**src/rtl/b2b_event_merger.sv**
```systemverilog
// Merges event streams from several input-board FIFOs into one output FIFO, one whole event at a time, round-robin.
// Latency: 1 cycle from FIFO head word to merged_event/merged_wren; 1 arbitration bubble between events.
// Backpressure: pops stop in the same cycle merged_almost_full is seen high; at most one word is already in flight.
module b2b_event_merger #(
    parameter int DATA_WIDTH         = 65,
    parameter int TOTAL_INPUT_BOARDS = 14,
    parameter int COUNT_WIDTH        = 32
) (
    input  logic                                           b2b_clk,
    input  logic                                           b2b_rst_n,
    input  logic [TOTAL_INPUT_BOARDS-1:0][DATA_WIDTH-1:0]  board_data,
    input  logic [TOTAL_INPUT_BOARDS-1:0]                  board_empty,
    output logic [TOTAL_INPUT_BOARDS-1:0]                  board_req,
    output logic [DATA_WIDTH-1:0]                          merged_event,
    output logic                                           merged_wren,
    input  logic                                           merged_almost_full,
    output logic [COUNT_WIDTH-1:0]                         event_count,
    output logic                                           framing_error,
    output logic [$clog2(TOTAL_INPUT_BOARDS)-1:0]          active_board
);

    localparam int unsigned N     = TOTAL_INPUT_BOARDS;
    localparam int          IDX_W = $clog2(TOTAL_INPUT_BOARDS);

    typedef enum logic {
        IDLE = 1'b0,
        LOCK = 1'b1
    } state_t;

    // Add an offset to a board index, wrapping at the board count (not at 2^IDX_W).
    function automatic logic [IDX_W-1:0] wrap_add(input logic [IDX_W-1:0] base,
                                                  input int unsigned      off);
        int unsigned sum;
        sum = 32'(base) + off;
        if (sum >= N) begin
            sum = sum - N;
        end
        return sum[IDX_W-1:0];
    endfunction

    state_t                  state_q, state_d;
    logic [IDX_W-1:0]        grant_q, grant_d;
    logic [IDX_W-1:0]        ptr_q, ptr_d;
    logic                    header_seen_q, header_seen_d;
    logic [DATA_WIDTH-1:0]   merged_event_q, merged_event_d;
    logic                    merged_wren_q, merged_wren_d;
    logic [COUNT_WIDTH-1:0]  event_count_q, event_count_d;
    logic                    framing_error_q, framing_error_d;

    logic                    arb_found;
    logic [IDX_W-1:0]        arb_idx;
    logic [DATA_WIDTH-1:0]   head_word;
    logic                    head_flag;
    logic                    pop_ok;

    // The granted FIFO's head word and its metadata flag (header/footer marker).
    assign head_word = board_data[grant_q];
    assign head_flag = head_word[DATA_WIDTH-1];

    // A pop is allowed only while locked onto a non-empty input and the output has room.
    assign pop_ok = (state_q == LOCK) && !board_empty[grant_q] && !merged_almost_full;

    // Round-robin search: first non-empty input at or above the pointer, wrapping around.
    always_comb begin
        arb_found = 1'b0;
        arb_idx   = '0;
        for (int unsigned k = 0; k < N; k++) begin
            if (!arb_found && !board_empty[wrap_add(ptr_q, k)]) begin
                arb_found = 1'b1;
                arb_idx   = wrap_add(ptr_q, k);
            end
        end
    end

    // Next-state and pop-strobe logic: grant in IDLE, stream one whole event in LOCK.
    always_comb begin
        state_d         = state_q;
        grant_d         = grant_q;
        ptr_d           = ptr_q;
        header_seen_d   = header_seen_q;
        merged_event_d  = merged_event_q;
        merged_wren_d   = 1'b0;
        event_count_d   = event_count_q;
        framing_error_d = framing_error_q;
        board_req       = '0;

        case (state_q)
            IDLE: begin
                if (arb_found) begin
                    grant_d = arb_idx;
                    state_d = LOCK;
                end
            end

            LOCK: begin
                if (pop_ok) begin
                    board_req[grant_q] = 1'b1;
                    if (!header_seen_q) begin
                        if (head_flag) begin
                            // Start of event: forward the header.
                            header_seen_d  = 1'b1;
                            merged_event_d = head_word;
                            merged_wren_d  = 1'b1;
                        end else begin
                            // Orphan payload word before any header: drop it and flag it.
                            framing_error_d = 1'b1;
                        end
                    end else begin
                        merged_event_d = head_word;
                        merged_wren_d  = 1'b1;
                        if (head_flag) begin
                            // Footer closes the event; next search starts just past this input.
                            event_count_d = event_count_q + 1'b1;
                            ptr_d         = wrap_add(grant_q, 1);
                            header_seen_d = 1'b0;
                            state_d       = IDLE;
                        end
                    end
                end
            end

            default: begin
                state_d = IDLE;
            end
        endcase
    end

    // State and output registers; reset abandons any event in flight.
    always_ff @(posedge b2b_clk or negedge b2b_rst_n) begin
        if (!b2b_rst_n) begin
            state_q         <= IDLE;
            grant_q         <= '0;
            ptr_q           <= '0;
            header_seen_q   <= 1'b0;
            merged_event_q  <= '0;
            merged_wren_q   <= 1'b0;
            event_count_q   <= '0;
            framing_error_q <= 1'b0;
        end else begin
            state_q         <= state_d;
            grant_q         <= grant_d;
            ptr_q           <= ptr_d;
            header_seen_q   <= header_seen_d;
            merged_event_q  <= merged_event_d;
            merged_wren_q   <= merged_wren_d;
            event_count_q   <= event_count_d;
            framing_error_q <= framing_error_d;
        end
    end

    assign merged_event  = merged_event_q;
    assign merged_wren   = merged_wren_q;
    assign event_count   = event_count_q;
    assign framing_error = framing_error_q;
    assign active_board  = grant_q;

endmodule
```
**config.mk**
```make
export PLATFORM = sky130hd
export DESIGN_NAME = b2b_event_merger
export DESIGN_NICKNAME = d
export VERILOG_FILES = /design/src/rtl/b2b_event_merger.sv
export SDC_FILE = /design/constraint.sdc
export NUM_CORES = 1
export LEC_CHECK = 0
export ABC_AREA = 1
export BUFFER_PORTS_ARGS = -buffer_cell sky130_fd_sc_hd__buf_4
export CAP_MARGIN = 20
export CORE_AREA = 2 2 410 412
export DETAILED_ROUTE_END_ITERATION = 10
export DIE_AREA = 0 0 412 414
export SYNTH_ARGS = -nofsm -noshare
export SYNTH_HDL_FRONTEND = slang
export SYNTH_SLANG_ARGS = --single-unit
```
**constraint.sdc**
```tcl
create_clock -name b2b_clk -period 4.4 [get_ports b2b_clk]
set_input_delay 0.22 -clock b2b_clk [delete_from_list [all_inputs] [get_ports b2b_clk]]
set_output_delay 0.22 -clock b2b_clk [all_outputs]
set_load 0.05 [all_outputs]
```
==> results of run 1 <==
-- cell usage after synthesis, types with 29 or more instances --
master / count
nand2_1: 650
nor2_1: 489
o21ai_0: 477
o22ai_1: 195
clkbuf_1: 179
nand3_1: 111
dfrtp_1: 109
inv_1: 100
a221oi_1: 42
ha_1: 30
xor2_1: 30
a21oi_1: 29
-- cells by family (layout without fill, tap and decap cells) --
group | Yosys count | count (layout)
AOI/OAI and AO/OA | 843 | 843
adders and majority gates | 31 | 31
buffers and inverters | 319 | 1248
other | 0 | 26
xor gates and xnor gates | 45 | 45
DFF | 109 | 109
and+or+nand+nor | 1323 | 1323
-- registers in the layout (all words and copies together), names as in the netlist --
name	count
header_seen_q	1
merged_wren	1
event_count	32
active_board	4
state_q	1
ptr_q	4
framing_error	1
merged_event	65
-- layer usage --
layer,up-vias,track usage
met5,-,0
met4,4,0.0677
met3,200,0.0303
met2,1297,0.289
met1,11500,0.203
li1,11100,-
-- power breakdown --
group,switching (mW),internal [mW]
clock,0.566,0.398
combinational,11.5,4.68
sequential,0.356,1.34
-- repair_timing --
action,in CTS,in global routing
hold endpoints to repair,33,0
hold buffers,1,0
setup endpoints to repair,0,0
-- per-stage QoR --
stage | total power, mW | hold slack (ps)
after floorplan | 10.9 | -75.6
after CTS | 18.9 | 172
after detailed placement | 17.9 | 190
final | 18.9 | 223
after global placement | 17.8 | 187
after global routing | 20.3 | 229
-- worst paths after layout --
| check | start | to | slack, ps | cells after the start |
|---|---|---|---|---|
| setup reg to reg | ptr_q[1] | active_board[0] | 440 | 20 |
| hold reg to reg | framing_error | framing_error | 470 | 1 |
| setup / recovery | ptr_q[1] | active_board[0] | 440 | 20 |
| hold / removal | board_data[308] | merged_event[48] | 220 | 5 |
| max in group asynchronous | b2b_rst_n | event_count[5] | 3060 | 3 |
| min in group asynchronous | b2b_rst_n | merged_event[42] | 240 | 2 |
-- cell type report --
cell class,count,area (µm²),share of cell area
Sequential cell,109,2740,0.105
Multi-Input combinational cell,2242,11200,0.430
Tap cell,2204,2760,0.106
Timing Repair Buffer,1110,8500,0.327
Clock inverter,6,53.8,0.00207
Antenna cell,26,65.1,0.00250
Clock buffer,10,229,0.00881
Inverter,122,470,0.0181
-- critical path: cells and delay by family (launching register included) --
family,cells,cell delay (ps)
adder cells (fa/ha/maj),2,530
flip-flops,1,480
AND/OR/NAND/NOR,11,1300
AO/OA/AOI/OAI,4,1210
buffers and inverters,3,330
==> run_results.csv, run 1 <==
group,metric,value,unit
synth,synth.area.top_cells,"dfrtp_1 (18%), nand2_1 (16%), o21ai_0 (16%), nor2_1 (12%), o22ai_1 (8.1%)",
synth,synth_cell_types,53,
worst_hold_path,min_path_type,"in -> reg",
detailed_routing,route.met3.wl,10.2,mm
timing,relSlewSlack,0.397,
timing,slew_violations,0,
global_routing,grt_first_pass_wirelength,195,mm
placed_design,post-place-cells,5786,
clocking,cts.sinks,109,
detailed_routing,routed_wl,150,mm
cells_and_area,final_common_cell,"buf_4",
cells_and_area,final_cell_mix,"buf_4 (1095), nand2_1 (649), nor2_1 (485)",
worst_setup_path,cp_data_arrival_time,4320,ps
timing,tightest_slew,905,ps
cells_and_area,fillCellCount,19400,
synth,synth_fa_ha_area_frac,0.0262,
clocking,clkSlewWorstSetupHoldPaths,100,ps
clocking,cts_setup_buffers,0,
cells_and_area,layout.nets,4552,
synth,synth_compound_area_frac,0.324,
synth,ys_warn_count,0,
synth,synthMuxAreaShare,0,
global_routing,grt_use_total,0.167,
cells_and_area,utilization,0.156,
floorplan,fp.dieW,412,µm
synth,synth_ff_type,"dfrtp_1",
clocking,cts_buffer_depth,2,
floorplan,num_rows,150,
placed_design,port-buffer-count,1043,
timing,setup_viol,0,
synth,synth_xor_area_frac,0.0261,
worst_setup_path,start_kind,"register",
synth,synth.largest_area_cell,"dfrtp_1",
floorplan,start_util,0.0908,
clocking,h-tree-depth,3,
worst_setup_path,cpMostUsedCell,"nand2_1",
pwr,p_leak,12.0,nW
timing,layout_setup_ws,437,ps
clocking,cts_tree,"built",
worst_setup_path,crit_slowest_cell,"dfrtp_1",
detailed_routing,wl_met2,73.7,mm
placed_design,hpwl,127,mm
placed_design,gp_congestion,0.990,
timing,setup_tns,0,ps
synth,yosys.area_share.simple,0.361,
floorplan,dieArea,0.171,mm²
cells_and_area,syn_to_final_growth,72.1,%
synth,synth_seq_cells,109,
detailed_routing,wl_per_cell,25.7,µm
status,outcome,"finished, final reports clean",
detailed_routing,route.vias.total,24100,
job,maxCapViolCount,0,
timing,finalHoldViolCount,0,
placed_design,dp_slack,518,ps
pwr,ir_drop,0.000375,V
cells_and_area,drive_gt1_frac,0.331,
synth,yosysTopAreaCellShare,0.181,
timing,max_freq,252,MHz
cells_and_area,finalNonFillerCells,5829,
detailed_routing,drtIter0Drc,2275,
synth,netlist_area,0.0151,mm²
synth,synth_area_per_cell,5.65,µm²
worst_setup_path,critical_path.cell_chain,"ha_1 -> nand2_1 -> nand2_1 -> inv_1 -> ha_1 -> inv_1 -> nand2_1 -> a21boi_1 -> or2_2 -> nand2_1 -> o211ai_1 -> o21ai_0 -> o21ai_0 -> inv_1 -> nand3_1 -> nand4_1 -> nor2_1 -> nand3_1 -> nand3_1 -> nand2_1",
clocking,clk_latency,460,ps
floorplan,io_pins,1044,
timing,fin_crit,3960,ps
global_routing,antenna_found_initial,78,
worst_setup_path,worstPathRequired,4760,ps
worst_setup_path,end_kind,"register",
timing,period_share,0.901,
clocking,cts_resized,0,
timing,fin_worst_skew,24.5,ps
synth,synth-edff-count,0,
worst_setup_path,path_class,"reg -> reg",
detailed_routing,dr.pass1.iters,8,
detailed_routing,via_per_inst,4.13,
synth,synth.net_count,3628,
placed_design,place_area,0.0256,mm²
synth,syn_inst,2670,
global_routing,grt_pass1_vias,22500,
detailed_routing,ant_nets,0,
global_routing,grt_max_degree,159,
detailed_routing,routed.top_layer,"met5",
detailed_routing,drc,0,
clocking,cts-root-buf,"clkbuf_16",
synth,synth_top_family_by_area,"simple AND/OR/NAND/NOR gates",
timing,rsz0062_at_grt,"no",
floorplan,core-area,0.166,mm²
global_routing,grt_overflow,0,
detailed_routing,met1_length,60.4,mm
floorplan,die_height,414,µm
cells_and_area,fin_area,0.0260,mm²
worst_setup_path,path_max_fanout,6,
synth,async_reset_ff_frac,1.00,
worst_setup_path,cpPeakStageDelay,480,ps
clocking,numCtsBuffers,9,
pwr,powerDensity,726,mW/mm²
synth,ys_seq_area_frac,0.181,
No activity file was read; power rests on OpenSTA's default activity.
==> run 2, diff against run 1 <==
REMOVE_ABC_BUFFERS = 1   (was default)
==> run 2 against run 1 <==
First-iteration DRC count is 10% lower. Hold slack improved by 19 ps. Global-route usage shrank 1.2 points. Via count fell by 2.0%. Sequential power shrank 3%. Largest power group unchanged.
==> run_results.csv, run 2 (synthesis gave the netlist of run 1 again) <==
group,metric,value,unit
status,outcome,"finished, final reports clean",
global_routing,grt_pass1_vias,22400,
clocking,cts_buffer_depth,2,
detailed_routing,via_per_inst,4.06,
worst_setup_path,cpMostUsedCell,"nand2_1",
clocking,numCtsBuffers,9,
timing,rsz0062_at_grt,"no",
detailed_routing,ant_nets,0,
pwr,ir_drop,0.000384,V
timing,period_share,0.889,
worst_setup_path,worstPathRequired,4750,ps
detailed_routing,dr.pass1.iters,5,
detailed_routing,drc,0,
timing,fin_worst_skew,21.7,ps
floorplan,io_pins,1044,
placed_design,gp_congestion,0.997,
pwr,pwr-share-comb,0.853,
worst_hold_path,min_path_type,"in -> reg",
timing,relSlewSlack,0.288,
cells_and_area,final_cell_mix,"buf_4 (1091), nand2_1 (649), nor2_1 (485)",
timing,setup_viol,0,
pwr,p_seq_frac,0.089,
detailed_routing,wl_per_cell,23.9,µm
global_routing,grt_first_pass_wirelength,184,mm
worst_setup_path,start_kind,"register",
cells_and_area,syn_to_final_growth,71.2,%
cells_and_area,largest_register_ffs,65,
global_routing,grt_overflow,0,
detailed_routing,route.met3.wl,9.29,mm
clocking,cts-root-buf,"clkbuf_16",
worst_setup_path,rrSetupSlack,490,ps
worst_setup_path,cp_data_arrival_time,4260,ps
worst_setup_path,cpPeakStageDelay,560,ps
detailed_routing,wl_met2,65.3,mm
detailed_routing,drtIter0Drc,2047,
placed_design,dp_slack,525,ps
detailed_routing,routed_wl,139,mm
detailed_routing,met1_length,59.2,mm
placed_design,hpwl,116,mm
cells_and_area,drive_gt1_frac,0.330,
clocking,cts_setup_buffers,0,
pwr,p_leak,12.0,nW
clocking,clk_latency,450,ps
floorplan,core-area,0.166,mm²
pwr,power,18.5,mW
detailed_routing,route.vias.total,23600,
cells_and_area,final_common_cell,"buf_4",
pwr,intPower,6.33,mW
pwr,clockPowerShare,0.058,
cells_and_area,layout.nets,4543,
job,maxCapViolCount,0,
global_routing,grt_use_total,0.155,
floorplan,num_rows,150,
worst_setup_path,path_class,"reg -> reg",
floorplan,start_util,0.0908,
clocking,h-tree-depth,3,
global_routing,antenna_found_initial,52,
timing,max_freq,256,MHz
worst_setup_path,crit_slowest_cell,"dfrtp_1",
timing,slew_violations,0,
timing,layout_setup_ws,490,ps
worst_setup_path,path_max_fanout,10,
placed_design,port-buffer-count,1043,
pwr,powerDensity,717,mW/mm²
global_routing,grt_max_degree,153,
clocking,cts_tree,"built",
detailed_routing,routed.top_layer,"met5",
clocking,clkSlewWorstSetupHoldPaths,120,ps
worst_setup_path,end_kind,"register",
pwr,p_switching,12.2,mW
timing,finalHoldViolCount,0,
pwr,switching_share,0.658,
timing,tightest_slew,1060,ps
timing,fin_crit,3910,ps
floorplan,dieArea,0.171,mm²
clocking,cts.sinks,109,
floorplan,die_height,414,µm
floorplan,fp.dieW,412,µm
[run 2: cell types whose count changed in the layout (fill, tap and decap cells not counted), sizes merged]
cell,delta
inv,-1
buf,-9
clkinv,+3
diode,-16
clkbuf,-1
clkinvlp,-1
[run 2: cell type report]
class,instances,area [µm²]
flip-flops and latches,109,2740
fillers,19400,140000
repair buffers,1101,8370
clock inverters,7,93.8
well taps,2204,2760
multi-input cells,2242,11200
inverters,122,473
clock buffers,9,225
diodes,10,25.0
[run 2: worst paths after layout]
| kind | cells after the start | to | start |
|---|---|---|---|
| min in group asynchronous | 2 | event_count[24] | b2b_rst_n |
| worst min register to register | 1 | framing_error | framing_error |
| worst max-delay path | 25 | active_board[0] | ptr_q[1] |
| max in group asynchronous | 3 | merged_event[3] | b2b_rst_n |
| worst max register to register | 25 | active_board[0] | ptr_q[1] |
| worst min-delay path | 5 | merged_event[52] | board_data[572] |
[run 2: per-stage QoR]
stage / hold slack, ps / area (µm²) / util / setup TNS [ps] / std cells
detailed placement: 334 / 25500 / 0.153 / 0 / 5777
CTS: 179 / 25800 / 0.155 / 0 / 5794
global route: 230 / 25800 / 0.155 / 0 / 5799
finish: 242 / 25800 / 0.155 / 0 / 5804
global placement: 316 / 25500 / 0.153 / 0 / 5777
floorplan: -75.6 / 14300 / - / -1610030 / 2473
[run 2: what timing repair did]
| action | in CTS | in global routing |
|---|---|---|
| endpoints found under the hold margin | 64 | 0 |
| gates resized for setup | 0 | 1 |
| hold buffers | 1 | 0 |
| setup endpoints to repair | 0 | 4 |
[run 2: routing by layer]
| layer | vias to the layer above | GRT usage |
|---|---|---|
| met5 | - | 0 |
| met4 | 12 | 0.0494 |
| met1 | 11200 | 0.197 |
| met3 | 160 | 0.0305 |
| met2 | 1177 | 0.261 |
| li1 | 11000 | - |
[run 2: critical path, delay by kind of cell (launching register included)]
family	cells	cell delay, ps
and+or+nand+nor	19	2360
DFF	1	560
adders and majority gates	2	560
buffers and inverters	4	310
[run 2: power groups by stage]
stage | logic (mW) | clock network (mW) | registers, mW
2_1_floorplan | 7.57 | 0 | 2.97
3_3_place_gp | 15.8 | 0 | 1.65
3_5_place_dp | 15.9 | 0 | 1.66
4_1_cts | 15.9 | 1.16 | 1.65
5_1_grt | 17.2 | 1.17 | 1.69
6_report | 15.8 | 1.08 | 1.65
